File: src/rtl/gif_frame_fetch_if.sv
// Frame memory read port used by gif_frame_fetch: registered address and read
// enable towards the memory, RGB565 read data back one cycle after sampling.
interface gif_frame_fetch_if #(
  parameter int ADDR_W = 18
);
  logic [ADDR_W-1:0] mem_addr;
  logic              mem_rd;
  logic [15:0]       mem_data;

  modport master (output mem_addr, output mem_rd, input mem_data);
  modport slave  (input mem_addr, input mem_rd, output mem_data);
endinterface

File: src/rtl/gif_frame_fetch.sv
// Animated GIF pixel fetcher: follows the TFT scan, reads the current animation
// frame from external memory and only switches frames on whole-screen boundaries.
module gif_frame_fetch #(
  parameter int LCD_W       = 320,
  parameter int LCD_H       = 240,
  parameter int IMG_X0      = 80,
  parameter int IMG_Y0      = 80,
  parameter int IMG_W       = 160,
  parameter int IMG_H       = 120,
  parameter int NUM_FRAMES  = 8,
  parameter int FRAME_DELAY = 6,
  parameter int ADDR_W      = 18
) (
  input  logic              clk,
  input  logic              reset_n,
  input  logic              framebufferClk,
  input  logic              play,
  input  logic              restart,
  gif_frame_fetch_if.master mem,
  output logic [15:0]       gif_pixel,
  output logic              gif_valid,
  output logic [7:0]        frame_idx,
  output logic              frame_start
);

  localparam int XW = (LCD_W > 1) ? $clog2(LCD_W) : 1;
  localparam int YW = (LCD_H > 1) ? $clog2(LCD_H) : 1;
  localparam int RW = $clog2(FRAME_DELAY + 1);
  localparam logic [XW-1:0]     X_LAST   = XW'(LCD_W - 1);
  localparam logic [YW-1:0]     Y_LAST   = YW'(LCD_H - 1);
  localparam logic [RW-1:0]     R_LAST   = RW'(FRAME_DELAY - 1);
  localparam logic [7:0]        F_LAST   = 8'(NUM_FRAMES - 1);
  localparam logic [ADDR_W-1:0] FRAME_SZ = ADDR_W'(IMG_W * IMG_H);

  logic              fbclk_q;
  logic [XW-1:0]     x_q, x_d;
  logic [YW-1:0]     y_q, y_d;
  logic [ADDR_W-1:0] pix_off_q, pix_off_d;
  logic [ADDR_W-1:0] frame_base_q, frame_base_d;
  logic [7:0]        frame_idx_q, frame_idx_d;
  logic [RW-1:0]     rcnt_q, rcnt_d;
  logic              pending_q, pending_d;
  logic              frame_start_q, frame_start_d;
  logic              adv1_q, adv2_q, adv3_q, win3_q;
  logic [ADDR_W-1:0] mem_addr_q;
  logic              mem_rd_q;
  logic [15:0]       gif_pixel_q;
  logic              gif_valid_q;

  logic advance, x_last, y_last, wrap, in_win;

  assign advance = framebufferClk & ~fbclk_q;
  assign x_last  = (x_q == X_LAST);
  assign y_last  = (y_q == Y_LAST);
  assign wrap    = advance & x_last & y_last;
  assign in_win  = (int'(x_q) >= IMG_X0) && (int'(x_q) < IMG_X0 + IMG_W) &&
                   (int'(y_q) >= IMG_Y0) && (int'(y_q) < IMG_Y0 + IMG_H);

  // Frame state only moves on a screen wrap so a displayed frame never tears.
  always_comb begin
    x_d           = x_q;
    y_d           = y_q;
    pix_off_d     = pix_off_q;
    frame_base_d  = frame_base_q;
    frame_idx_d   = frame_idx_q;
    rcnt_d        = rcnt_q;
    pending_d     = pending_q | restart;
    frame_start_d = 1'b0;

    if (advance) begin
      if (x_last) begin
        x_d = '0;
        y_d = y_last ? '0 : y_q + 1'b1;
      end else begin
        x_d = x_q + 1'b1;
      end
      if (wrap) begin
        pix_off_d = '0;
      end else if (in_win) begin
        pix_off_d = pix_off_q + 1'b1;
      end
    end

    if (wrap) begin
      pending_d = 1'b0;
      if (pending_q || restart) begin
        frame_idx_d   = '0;
        frame_base_d  = '0;
        rcnt_d        = '0;
        frame_start_d = 1'b1;
      end else if (play) begin
        if (rcnt_q == R_LAST) begin
          rcnt_d        = '0;
          frame_start_d = 1'b1;
          if (frame_idx_q == F_LAST) begin
            frame_idx_d  = '0;
            frame_base_d = '0;
          end else begin
            frame_idx_d  = frame_idx_q + 8'd1;
            frame_base_d = frame_base_q + FRAME_SZ;
          end
        end else begin
          rcnt_d = rcnt_q + 1'b1;
        end
      end
    end
  end

  always_ff @(posedge clk or negedge reset_n) begin
    if (!reset_n) begin
      fbclk_q       <= 1'b0;
      x_q           <= '0;
      y_q           <= '0;
      pix_off_q     <= '0;
      frame_base_q  <= '0;
      frame_idx_q   <= '0;
      rcnt_q        <= '0;
      pending_q     <= 1'b0;
      frame_start_q <= 1'b0;
    end else begin
      fbclk_q       <= framebufferClk;
      x_q           <= x_d;
      y_q           <= y_d;
      pix_off_q     <= pix_off_d;
      frame_base_q  <= frame_base_d;
      frame_idx_q   <= frame_idx_d;
      rcnt_q        <= rcnt_d;
      pending_q     <= pending_d;
      frame_start_q <= frame_start_d;
    end
  end

  // Fetch uses the post-advance position; window flag rides along with the read.
  always_ff @(posedge clk or negedge reset_n) begin
    if (!reset_n) begin
      adv1_q      <= 1'b0;
      adv2_q      <= 1'b0;
      adv3_q      <= 1'b0;
      win3_q      <= 1'b0;
      mem_addr_q  <= '0;
      mem_rd_q    <= 1'b0;
      gif_pixel_q <= 16'h0000;
      gif_valid_q <= 1'b0;
    end else begin
      adv1_q   <= advance;
      adv2_q   <= adv1_q;
      adv3_q   <= adv2_q;
      mem_rd_q <= 1'b0;
      if (adv1_q) begin
        mem_addr_q <= frame_base_q + pix_off_q;
        mem_rd_q   <= in_win;
      end
      if (adv2_q) begin
        win3_q <= mem_rd_q;
      end
      if (adv3_q) begin
        gif_valid_q <= win3_q;
        gif_pixel_q <= win3_q ? mem.mem_data : 16'h0000;
      end
    end
  end

  assign mem.mem_addr = mem_addr_q;
  assign mem.mem_rd   = mem_rd_q;
  assign gif_pixel    = gif_pixel_q;
  assign gif_valid    = gif_valid_q;
  assign frame_idx    = frame_idx_q;
  assign frame_start  = frame_start_q;

endmodule

File: src/flat_wrapper.sv
// flat-port wrapper written by rule: the top's interface ports become plain ports
module gif_frame_fetch_flat 
#(
  parameter int LCD_W       = 320,
  parameter int LCD_H       = 240,
  parameter int IMG_X0      = 80,
  parameter int IMG_Y0      = 80,
  parameter int IMG_W       = 160,
  parameter int IMG_H       = 120,
  parameter int NUM_FRAMES  = 8,
  parameter int FRAME_DELAY = 6,
  parameter int ADDR_W      = 18
)
  (clk, reset_n, framebufferClk, play, restart, gif_pixel, gif_valid, frame_idx, frame_start, mem_mem_addr, mem_mem_rd, mem_mem_data);
  gif_frame_fetch_if #(.ADDR_W(ADDR_W)) mem_i ();
  input  logic clk;
  input  logic reset_n;
  input  logic framebufferClk;
  input  logic play;
  input  logic restart;
  output logic [15:0] gif_pixel;
  output logic gif_valid;
  output logic [7:0] frame_idx;
  output logic frame_start;
  output wire logic [$bits(mem_i.mem_addr)-1:0] mem_mem_addr;
  output wire logic [$bits(mem_i.mem_rd)-1:0] mem_mem_rd;
  input wire logic [$bits(mem_i.mem_data)-1:0] mem_mem_data;
  assign mem_mem_addr = mem_i.mem_addr;
  assign mem_mem_rd = mem_i.mem_rd;
  assign mem_i.mem_data = mem_mem_data;
  gif_frame_fetch #(.LCD_W(LCD_W), .LCD_H(LCD_H), .IMG_X0(IMG_X0), .IMG_Y0(IMG_Y0), .IMG_W(IMG_W), .IMG_H(IMG_H), .NUM_FRAMES(NUM_FRAMES), .FRAME_DELAY(FRAME_DELAY), .ADDR_W(ADDR_W)) u_core (.clk(clk), .reset_n(reset_n), .framebufferClk(framebufferClk), .play(play), .restart(restart), .mem(mem_i), .gif_pixel(gif_pixel), .gif_valid(gif_valid), .frame_idx(frame_idx), .frame_start(frame_start));
endmodule
File: config.mk
export PLATFORM = sky130hd
export DESIGN_NAME = gif_frame_fetch_flat
export DESIGN_NICKNAME = d
export VERILOG_FILES = /design/src/rtl/gif_frame_fetch_if.sv /design/src/rtl/gif_frame_fetch.sv /design/src/flat_wrapper.sv
export SDC_FILE = /design/constraint.sdc
export NUM_CORES = 1
export LEC_CHECK = 0
export CAP_MARGIN = 20
export CORE_UTILIZATION = 45
export DETAILED_ROUTE_END_ITERATION = 10
export GPL_TIMING_DRIVEN = 0
export PLACE_DENSITY = 0.67
export SETUP_SLACK_MARGIN = 0.4
export SLEW_MARGIN = 20
export SYNTH_ARGS = -nofsm -noshare
export SYNTH_HDL_FRONTEND = slang
export SYNTH_SLANG_ARGS = --single-unit
File: constraint.sdc
create_clock -name clk -period 3 [get_ports clk]
set_input_delay 0.3 -clock clk [delete_from_list [all_inputs] [get_ports clk]]
set_output_delay 0.3 -clock clk [all_outputs]
set_load 0.1 [all_outputs]
; Yosys cells after proc, flatten, opt, wreduce, memory -nomap -nowiden
; Cells that the tools add are included.
[op_classes]
n_mux = 22
n_eq_ne = 4
addsub = 7
n_reduce_logical = 11
order_cmp = 4
bitwise_logic = 5
[ops]
columns = cell, count
row1 = 2-to-1 mux 18 bit, 6
row2 = 2-to-1 mux 8 bit, 5
row3 = "adder 18 x 1 -> 18 bit, second input constant", 1
row4 = "adder 18 x 15 -> 18 bit, second input constant", 1
row5 = adder 18 bit, 1
row6 = "adder 8 x 1 -> 8 bit, second input constant", 2
row7 = 2-to-1 mux 16 bit, 1
row8 = "adder 9 x 1 -> 9 bit, second input constant", 1
row9 = "== test 9 bit, second input constant", 1
row10 = ">= comparator 9 x 7 -> 1 bit, second input constant", 1
row11 = "less-than comparator 9 x 8 -> 1 bit, second input constant", 1
row12 = 2-to-1 mux 3 bit, 3
row13 = 2-to-1 mux 9 bit, 1
row14 = "== test 8 x 3 -> 1 bit, second input constant", 1
row15 = "== test 8 bit, second input constant", 1
row16 = ">= comparator 8 x 7 -> 1 bit, second input constant", 1
row17 = "less-than comparator 8 bit, second input constant", 1
row18 = 2-to-1 mux 1 bit, 6
row19 = AND reduction 2 bit, 3
row20 = nonzero test 2 bit, 3
row21 = "adder 3 x 1 -> 3 bit, second input constant", 1
row22 = AND 1 bit, 3
row23 = "== test 3 bit, second input constant", 1
row24 = logical AND 1 bit, 3
row25 = other kinds (4), 4
[totals]
register_bits = 107
output_inout_bits = 45
in_bits = 21
elab_cells = 70

; Longest topological paths before layout
; Gate-level depths: netlist of run 1.
[depth]
depth_word = 6
mapped_depth = 8
depth_no_buf = 7

; Least setup slack after synthesis of run 1
; No wires, ideal clock.
[synth_timing]
kind = reg2reg
startpoint = reg u_core.frame_idx_q[0] (netlist: u_core.frame_idx[0])
endpoint = reg u_core.frame_idx_q[7] (netlist: u_core.frame_idx[7])
setup_slack_ns = 0.438
path_stages_with_launch = 8
n_path_buf = 1
t_arrival_ns = 2.400
required_ns = 2.837
period_less_slack_ns = 2.562
setup_ns = 0.163
cell_sequence = dfrtp_1 ha_1 nand2_1 o31ai_2 clkbuf_1 a31oi_1 o21ai_0 o31ai_1
[synth_via]
elab_chain_cells = 5
word_cells_on_any_way = 6
cone_classes = add/sub (1) / eq/ne (1) / mux (4)
[synth_lines]
columns = element, line
row1 = from (decl), gif_frame_fetch.sv:40  ; logic [7:0] frame_idx_q, frame_idx_d;
row2 = from (signal assigned), gif_frame_fetch.sv:126  ; frame_idx_q <= frame_idx_d;
row3 = adder 8 x 1 -> 8 bit or == test 8 x 3 -> 1 bit (tied branches), "gif_frame_fetch.sv:99, gif_frame_fetch.sv:95"
row4 = 2-to-1 mux 8 bit (*), gif_frame_fetch.sv:95  ; if (frame_idx_q == F_LAST) begin
row5 = 2-to-1 mux 8 bit (*), gif_frame_fetch.sv:92  ; if (rcnt_q == R_LAST) begin
row6 = 2-to-1 mux 8 bit (*), gif_frame_fetch.sv:91  ; end else if (play) begin
row7 = 2-to-1 mux 8 bit (*), gif_frame_fetch.sv:86  ; if (pending_q || restart) begin
; Every way passes the cells marked *; elsewhere a longest branch is shown, timed or not. The select of a mux whose other input is x is not followed.
; A chain may end at the register's enable or synchronous reset.

; Final worst setup path of run 1
[layout_timing]
startpoint = reg u_core.frame_idx_q[5] (netlist: u_core.frame_idx[5])
endpoint = reg u_core.frame_idx_q[4] (netlist: u_core.frame_idx[4])
[layout_via]
elab_chain_cells = 5
[layout_lines]
columns = element, line
row1 = == test 8 x 3 -> 1 bit, gif_frame_fetch.sv:95
row2 = 2-to-1 mux 8 bit, gif_frame_fetch.sv:95
row3 = 2-to-1 mux 8 bit, gif_frame_fetch.sv:92
row4 = 2-to-1 mux 8 bit, gif_frame_fetch.sv:91
row5 = 2-to-1 mux 8 bit, gif_frame_fetch.sv:86
; No other way between the ends. The select of a mux whose other input is x is not followed.

==> metrics.log, run 1 <==
[metrics] DRT antenna net count: 0
[metrics] final estimated routing congestion in global placement: approximately 0.80
[metrics] main flop type after synthesis: sky130_fd_sc_hd__dfrtp_1
[metrics] TritonCTS Buffers: 9
[metrics] critical path endpoint category: flop
[metrics] register area share after synthesis: 0.5091
[metrics] Fmax: ~410 MHz
[metrics] arrival time at the worst endpoint: between 2 and 3 ns
[metrics] type of the worst min-delay path: primary input to async pin
[metrics] setup clock skew after layout: 0.01294 ns
[metrics] width of the die: 106.0 um
[metrics] largest stage delay on the critical path: around 0.54 ns
[metrics] transition time of the tightest slew-check pin: 0.9959 ns
[metrics] netlist area before placement: 0.004866 sq mm
[metrics] Clock power frac: 0.370
[metrics] largest fanout on the critical path: 10
[metrics] max_slew headroom: 0.3340
[metrics] Die Height: roughly 110 um
[metrics] fraction of power consumed by sequential logic: 0.538
[metrics] Clock transition at path regs: about 0.090 ns
[metrics] max-cap check violation count: 0
[metrics] buffer levels on the longest clock path: 2
[metrics] router iterations before antenna repair: 4
[metrics] initial cell density of the core: 0.4671
[metrics] H-Tree Depth: 3
[metrics] Post-CTS Setup Bufs: 0
[metrics] Via-to-Cell Ratio: around 5.4
[metrics] CTS root buf: sky130_fd_sc_hd__clkbuf_8
[metrics] number of cells on the worst reg-to-reg path: 6
[metrics] Area Overhead vs Synth: 22.86%
[metrics] global-route wire length before repair: around 18000 um
[metrics] Finished Core Util: 0.5739
[metrics] Setup TNS Final: 0 ns
[metrics] fraction of registers with async set or reset after synthesis: 1.000
[metrics] Max IR drop VDD: ~230 uV
[metrics] final worst-path cycle share: 0.8135
[metrics] remaining global-route overflow: 0
[metrics] Critical Path Slowest Stage Cell: sky130_fd_sc_hd__or4_1
[metrics] Die Outline Area: roughly 0.011 sq mm
[metrics] reg-to-reg startpoint: u_core.frame_idx[5]
[metrics] sum of net half-perimeters after detailed placement: 7300 um
[metrics] CP delay by family, top: compound AO/OA/AOI/OAI gates
[metrics] Startpoint Class: flop
[metrics] critical path buffer and inverter count: 1
[metrics] number of hold-slack violations in the final timing report: 0
[metrics] violation count after the first detailed-routing iteration: 210
[metrics] unrepaired setup endpoints after global routing: no
[metrics] via count of the first global-routing pass: 3667
[metrics] total wire length: 10250 um
[metrics] areal power density over the cells: between 400 and 500 mW/mm^2
[metrics] I/O pin cnt: between 60 and 70
[metrics] Tot Pwr: between 2000 and 3000 uW
[metrics] number of placement rows: 37
[metrics] clock tree from TritonCTS: built
[metrics] number of nets produced by synthesis: 524
[metrics] initial antenna violation count: 0
[metrics] Worst Hold Slack: 0.3861 ns
[metrics] Min Clock Period, post-route: around 2.4 ns
[metrics] FF+latch count, synth: 99
[metrics] area inside the core boundary: approximately 0.010 sq mm
[metrics] Sw Share: 0.2638
[metrics] placed cell area: 0.005715 sq mm
[metrics] portion of total power attributed to combinational logic: 0.093
[metrics] GRT Resource Usage Total: 0.1979
[metrics] CTS Sinks: 99
[metrics] number of enable-type register cells in the synthesized netlist: 0
[metrics] Cells after Synth: slightly below 500
[metrics] Int Power: 1972 uW
[metrics] input/output buffers: 65
[metrics] result of the run: finished, final reports clean
[metrics] via count: around 3900
[metrics] clock latency on the worst-skew pair: approximately 0.37 ns
[metrics] Leak: 0.002578 uW
[metrics] final-report max-slew violation count: 0
[metrics] total of warnings raised by yosys: 0
[metrics] Worst Path Required: 3.25 ns
[metrics] commonest non-fill, non-tap cell in the layout: sky130_fd_sc_hd__dfrtp_1
[metrics] setup slack of the most critical reg-to-reg path: 0.56 ns
[metrics] Synth Area per Inst: ~10 sq um
[metrics] number of design rule violations left after detail routing: 0
[metrics] final routed wire length divided by cell count: 14.48 um
[metrics] cell area after layout: 0.005978 sq mm
[metrics] Cell Chain, Critical Path: or4_1, o31ai_2, clkbuf_1, nor2_1, o21ai_0, o31ai_1
[metrics] number of fillers in the final layout: 894
[metrics] Switching Power: 706.4 uW
[metrics] maximum number of pins on one net before global-route repair: 62
[metrics] final setup violating endpoints: 0
[metrics] final layout net count: 602
[metrics] antenna cells: 0
[metrics] number of library cell types mapped by synthesis: 47
[metrics] layout cell share with drive strength beyond 1: 0.08741
[metrics] reg2reg end: u_core.frame_idx[4]
[metrics] Worst Path Class, Setup: flop to flop
[metrics] highest-count cells in the layout ignoring fill and taps: 99 x sky130_fd_sc_hd__dfrtp_1, 64 x sky130_fd_sc_hd__clkdlybuf4s50_1, 49 x sky130_fd_sc_hd__o21ai_0
==> timing repair <==
action                                  4_1_cts  5_1_grt
endpoints found under the hold margin        38        0
gates resized for setup                       1        3
endpoints found under the setup margin       10       19
hold buffers                                  1        0
cloned                                        0        0
==> registers in the layout, summed over array words and instances, names as in the netlist <==
register             flops
u_core.rcnt_q            3
u_core.frame_start       1
u_core.adv2_q            1
u_core.gif_valid         1
u_core.pix_off_q        18
u_core.frame_base_q     10
u_core.gif_pixel        16
u_core.mem.mem_rd        1
u_core.y_q               8
u_core.frame_idx         8
u_core.mem.mem_addr     18
u_core.pending_q         1
u_core.x_q               9
u_core.win3_q            1
u_core.adv1_q            1
u_core.fbclk_q           1
u_core.adv3_q            1
==> cell usage after synthesis (all sizes together), types with 2 or more instances <==
cell	number	area, sq um
and4	3	26.28
o21a	4	30.03
nor3	9	45.04
xor2	9	78.83
a31oi	3	18.77
nand3	35	175.2
mux2	17	195.2
buf	6	33.78
o31a	2	17.52
clkbuf	14	52.55
nand2	34	127.6
mux2i	3	30.03
nand4	14	87.58
nor2b	2	12.51
and3	10	62.56
o21ai	49	245.2
xnor2	13	113.9
and2	3	18.77
a31o	4	35.03
a21oi	17	85.08
or4	5	41.29
o31ai	16	125.1
ha	14	175.2
nand2b	5	31.28
nor2	26	97.59
or3	5	31.28
dfrtp	99	2477
o211ai	2	15.01
nand4b	2	17.52
o41ai	2	17.52
nor4	8	65.06
inv	35	131.4
nand3b	3	22.52
a21o	9	67.56
==> cells by family after synthesis <==
logic type | count (synthesis) | share of synthesized area
flip-flops | 99 | 0.5091
AND/OR/NAND/NOR | 165 | 0.1785
adder cells (fa/ha/maj) | 14 | 0.03600
buffers and inverters | 55 | 0.04474
XOR/XNOR | 22 | 0.03960
multiplexers | 20 | 0.04628
AO/OA/AOI/OAI | 114 | 0.1458
==> power groups by stage <==
stage | clock network [uW] | registers [uW] | logic [uW]
after floorplan | 0 | 1530 | 70.5
after global placement | 0 | 1460 | 241
after detailed placement | 0 | 1470 | 248
after CTS | 1010 | 1440 | 253
after global routing | 1070 | 1450 | 270
final | 990 | 1440 | 248
==> through the flow <==
stage	instances	setup slack [ns]
final	708	0.5596
after global routing	708	0.4016
after CTS	708	0.4927
after detailed placement	691	0.02917
after global placement	690	-2.133
after floorplan	489	0.4377
==> worst max path at each step <==
stage	startpoint	cells past startpoint	slack (ns)	to
floorplan	u_core.frame_idx[0]	7	0.44	u_core.frame_idx[7]
global placement	reset_n	1	-2.13	u_core.fbclk_q
detailed placement	framebufferClk	9	0.03	u_core.y_q[3]
CTS	u_core.y_q[0]	8	0.49	u_core.frame_base_q[13]
global route	u_core.y_q[0]	8	0.40	u_core.frame_base_q[15]
finish	u_core.frame_idx[5]	6	0.56	u_core.frame_idx[4]
==> area by class of cell <==
class                   count  area (sq um)  area share
inverters                  35         131.4     0.02198
clock inverters             6         96.34     0.01612
flip-flops and latches     99          2477      0.4144
well taps                 136         170.2     0.02846
clock buffers              10         137.6     0.02302
multi-input cells         335          2188      0.3661
plain buffers              20         87.58     0.01465
repair buffers             67         689.4      0.1153
==> worst register-to-register path: stages (launching register included) <==
cell and delay (ns):
sky130_fd_sc_hd__dfrtp_1 0.46, sky130_fd_sc_hd__or4_1 0.54, sky130_fd_sc_hd__o31ai_2 0.51, sky130_fd_sc_hd__clkbuf_1 0.45, sky130_fd_sc_hd__nor2_1 0.09, sky130_fd_sc_hd__o21ai_0 0.19, sky130_fd_sc_hd__o31ai_1 0.10
==> routing by layer <==
| layer | part of all wire | GRT usage |
|---|---|---|
| met5 | 0 | 0 |
| met4 | 0.019 | 0.08135 |
| met3 | 0.041 | 0.02882 |
| met2 | 0.46 | 0.3151 |
| met1 | 0.48 | 0.2720 |
Power figures use the tool's default switching activity.
==> inputs of run 2 (changes only) <==
==> constraint.sdc (replaced) <==
create_clock -name clk -period 2.3 [get_ports clk]
set_input_delay 0.23 -clock clk [delete_from_list [all_inputs] [get_ports clk]]
set_output_delay 0.23 -clock clk [all_outputs]
set_load 0.1 [all_outputs]
==> run 2 against run 1 <==
  * Combinational power is 46% higher
  * Sequential power is 31% higher
  * Utilization is 9.9 points higher
  * Via count is 8.7% higher
  * Cell count is 7.9% higher
  * Global-route usage is 1.1 points higher
  * Sequential cell count stayed put
  * Cell area is 17% higher
  * Critical path depth is 2 higher
  * Register-to-register slack worse by 0.38 ns
  * Die area stayed put
  * Largest power group unchanged
==> metrics.log, run 2 (synthesis gave the netlist of run 1 again) <==
[metrics] Area Overhead vs Synth: 44.05%
[metrics] antenna cells: 0
[metrics] I/O pin cnt: 66
[metrics] Worst Path Class, Setup: flop to flop
[metrics] Min Clock Period, post-route: 2.119 ns
[metrics] initial antenna violation count: 0
[metrics] input/output buffers: 65
[metrics] critical path endpoint category: flop
[metrics] DRT antenna net count: 0
[metrics] sum of net half-perimeters after detailed placement: around 7400 um
[metrics] total wire length: 12310 um
[metrics] Leak: 0.003211 uW
[metrics] setup slack after placement: -0.4818 ns
[metrics] areal power density over the cells: 494.3 mW/mm^2
[metrics] Clock transition at path regs: 0.10 ns
[metrics] max-cap check violation count: 0
[metrics] remaining global-route overflow: 0
[metrics] Die Height: around 110 um
[metrics] via count of the first global-routing pass: ~4100
[metrics] Finished Core Util: 0.6729
[metrics] number of placement rows: 37
[metrics] highest-count cells in the layout ignoring fill and taps: 87 x sky130_fd_sc_hd__dfrtp_1, 44 x sky130_fd_sc_hd__buf_4, 37 x sky130_fd_sc_hd__dlygate4sd2_1
[metrics] layout cell share with drive strength beyond 1: 0.3057
[metrics] global-route wire length before repair: 18930 um
[metrics] final layout net count: 658
[metrics] number of design rule violations left after detail routing: 0
[metrics] CTS Sinks: 99
[metrics] Fmax: 472.0 MHz
[metrics] largest fanout on the critical path: 4
[metrics] number of hold-slack violations in the final timing report: 0
[metrics] Tot Pwr: 3465 uW
[metrics] final estimated routing congestion in global placement: around 0.78
[metrics] Die Outline Area: 0.01123 sq mm
[metrics] final worst-path cycle share: 0.9212
[metrics] Via-to-Cell Ratio: 5.482
[metrics] result of the run: finished, final reports clean
[metrics] cell area after layout: 0.007009 sq mm
[metrics] final routed wire length divided by cell count: around 16 um
[metrics] unrepaired setup endpoints after global routing: yes
[metrics] width of the die: between 100 and 150 um
[metrics] maximum number of pins on one net before global-route repair: 64
[metrics] Startpoint Class: flop
[metrics] buffer levels on the longest clock path: 2
[metrics] violation count after the first detailed-routing iteration: 141
[metrics] commonest non-fill, non-tap cell in the layout: sky130_fd_sc_hd__dfrtp_1
[metrics] number of fillers in the final layout: 792
[metrics] placed cell area: between 0.005 and 0.006 sq mm
[metrics] Worst Path Required: 2.59 ns
[metrics] transition time of the tightest slew-check pin: 0.9905 ns
[metrics] GRT Resource Usage Total: 0.2092
[metrics] arrival time at the worst endpoint: 2.41 ns
[metrics] via count: ~4200
[metrics] setup clock skew after layout: 0.007987 ns
[metrics] clock latency on the worst-skew pair: 0.38 ns
[metrics] CTS root buf: sky130_fd_sc_hd__clkbuf_8
[metrics] least setup slack across all paths after layout: 0.1813 ns
[metrics] clock tree from TritonCTS: built
[metrics] Max IR drop VDD: around 330 uV
[metrics] final-report max-slew violation count: 0
[metrics] initial cell density of the core: 0.4671
[metrics] TritonCTS Buffers: 9
[metrics] final setup violating endpoints: 0
[metrics] max_slew headroom: 0.3423
[metrics] router iterations before antenna repair: 5
[metrics] area inside the core boundary: 0.01042 sq mm
[metrics] H-Tree Depth: 3
[metrics] type of the worst min-delay path: primary input to flop
[metrics] Worst Hold Slack: 0.3220 ns
run 2: path summary, 6_finish.rpt:
path | from | end | slack [ns] | depth (start not counted)
setup / recovery | u_core.x_q[0] | u_core.frame_base_q[11] | 0.18 | 8
hold / removal | framebufferClk | u_core.fbclk_q | 0.32 | 1
setup reg to reg | u_core.x_q[0] | u_core.frame_base_q[11] | 0.18 | 8
hold reg to reg | u_core.adv2_q | u_core.adv3_q | 0.39 | 0
max in group asynchronous | reset_n | u_core.pix_off_q[16] | 1.36 | 3
min in group asynchronous | reset_n | u_core.mem.mem_addr[11] | 0.33 | 2
run 2: per-layer routing:
layer	global-route usage	vias to the layer above	share of wire
met5	0	-	0
met4	0.07044	0	0.025
met3	0.03433	26	0.042
met2	0.3539	112	0.49
met1	0.2731	2024	0.44
li1	-	2026	-
run 2: what timing repair did:
item	in CTS	in global routing
gates cloned	2	0
hold endpoints to repair	36	0
setup buffers	35	19
hold buffers	1	0
pin swaps	18	29
resized for setup	126	85
endpoints found under the setup margin	95	55
run 2: power by group:
group	leakage, uW	total (uW)	internal [uW]	switching (uW)
clock	0.000112	1210	580	634
combinational	0.00183	362	136	226
sequential	0.00126	1890	1800	86.3
total	0.00321	3460	2520	946
run 2: area by class of cell:
type	instances	area, sq um	area share
clock inverter	5	67.56	0.009639
sequential	99	2497	0.3563
clock buffer	11	151.4	0.02160
timing repair buffer	123	1114	0.1589
multi-input combinational	335	2679	0.3822
inverter	35	136.4	0.01946
tap	136	170.2	0.02428
buffer	20	193.9	0.02767
run 2: worst max-delay path: stages, from the launching register on:
cell and delay [ns]:
sky130_fd_sc_hd__dfrtp_1 0.42, sky130_fd_sc_hd__ha_4 0.18, sky130_fd_sc_hd__nand3_4 0.09, sky130_fd_sc_hd__nor4_4 0.28
sky130_fd_sc_hd__buf_4 0.16, sky130_fd_sc_hd__nand3_4 0.12, sky130_fd_sc_hd__buf_6 0.16, sky130_fd_sc_hd__or4_1 0.49
sky130_fd_sc_hd__o211ai_1 0.12
run 2: through the flow:
step                      setup TNS, ns  cells
after floorplan                       0    489
after global placement          -289.28    690
after detailed placement         -10.75    691
after CTS                             0    745
after global routing                  0    764
final                                 0    764
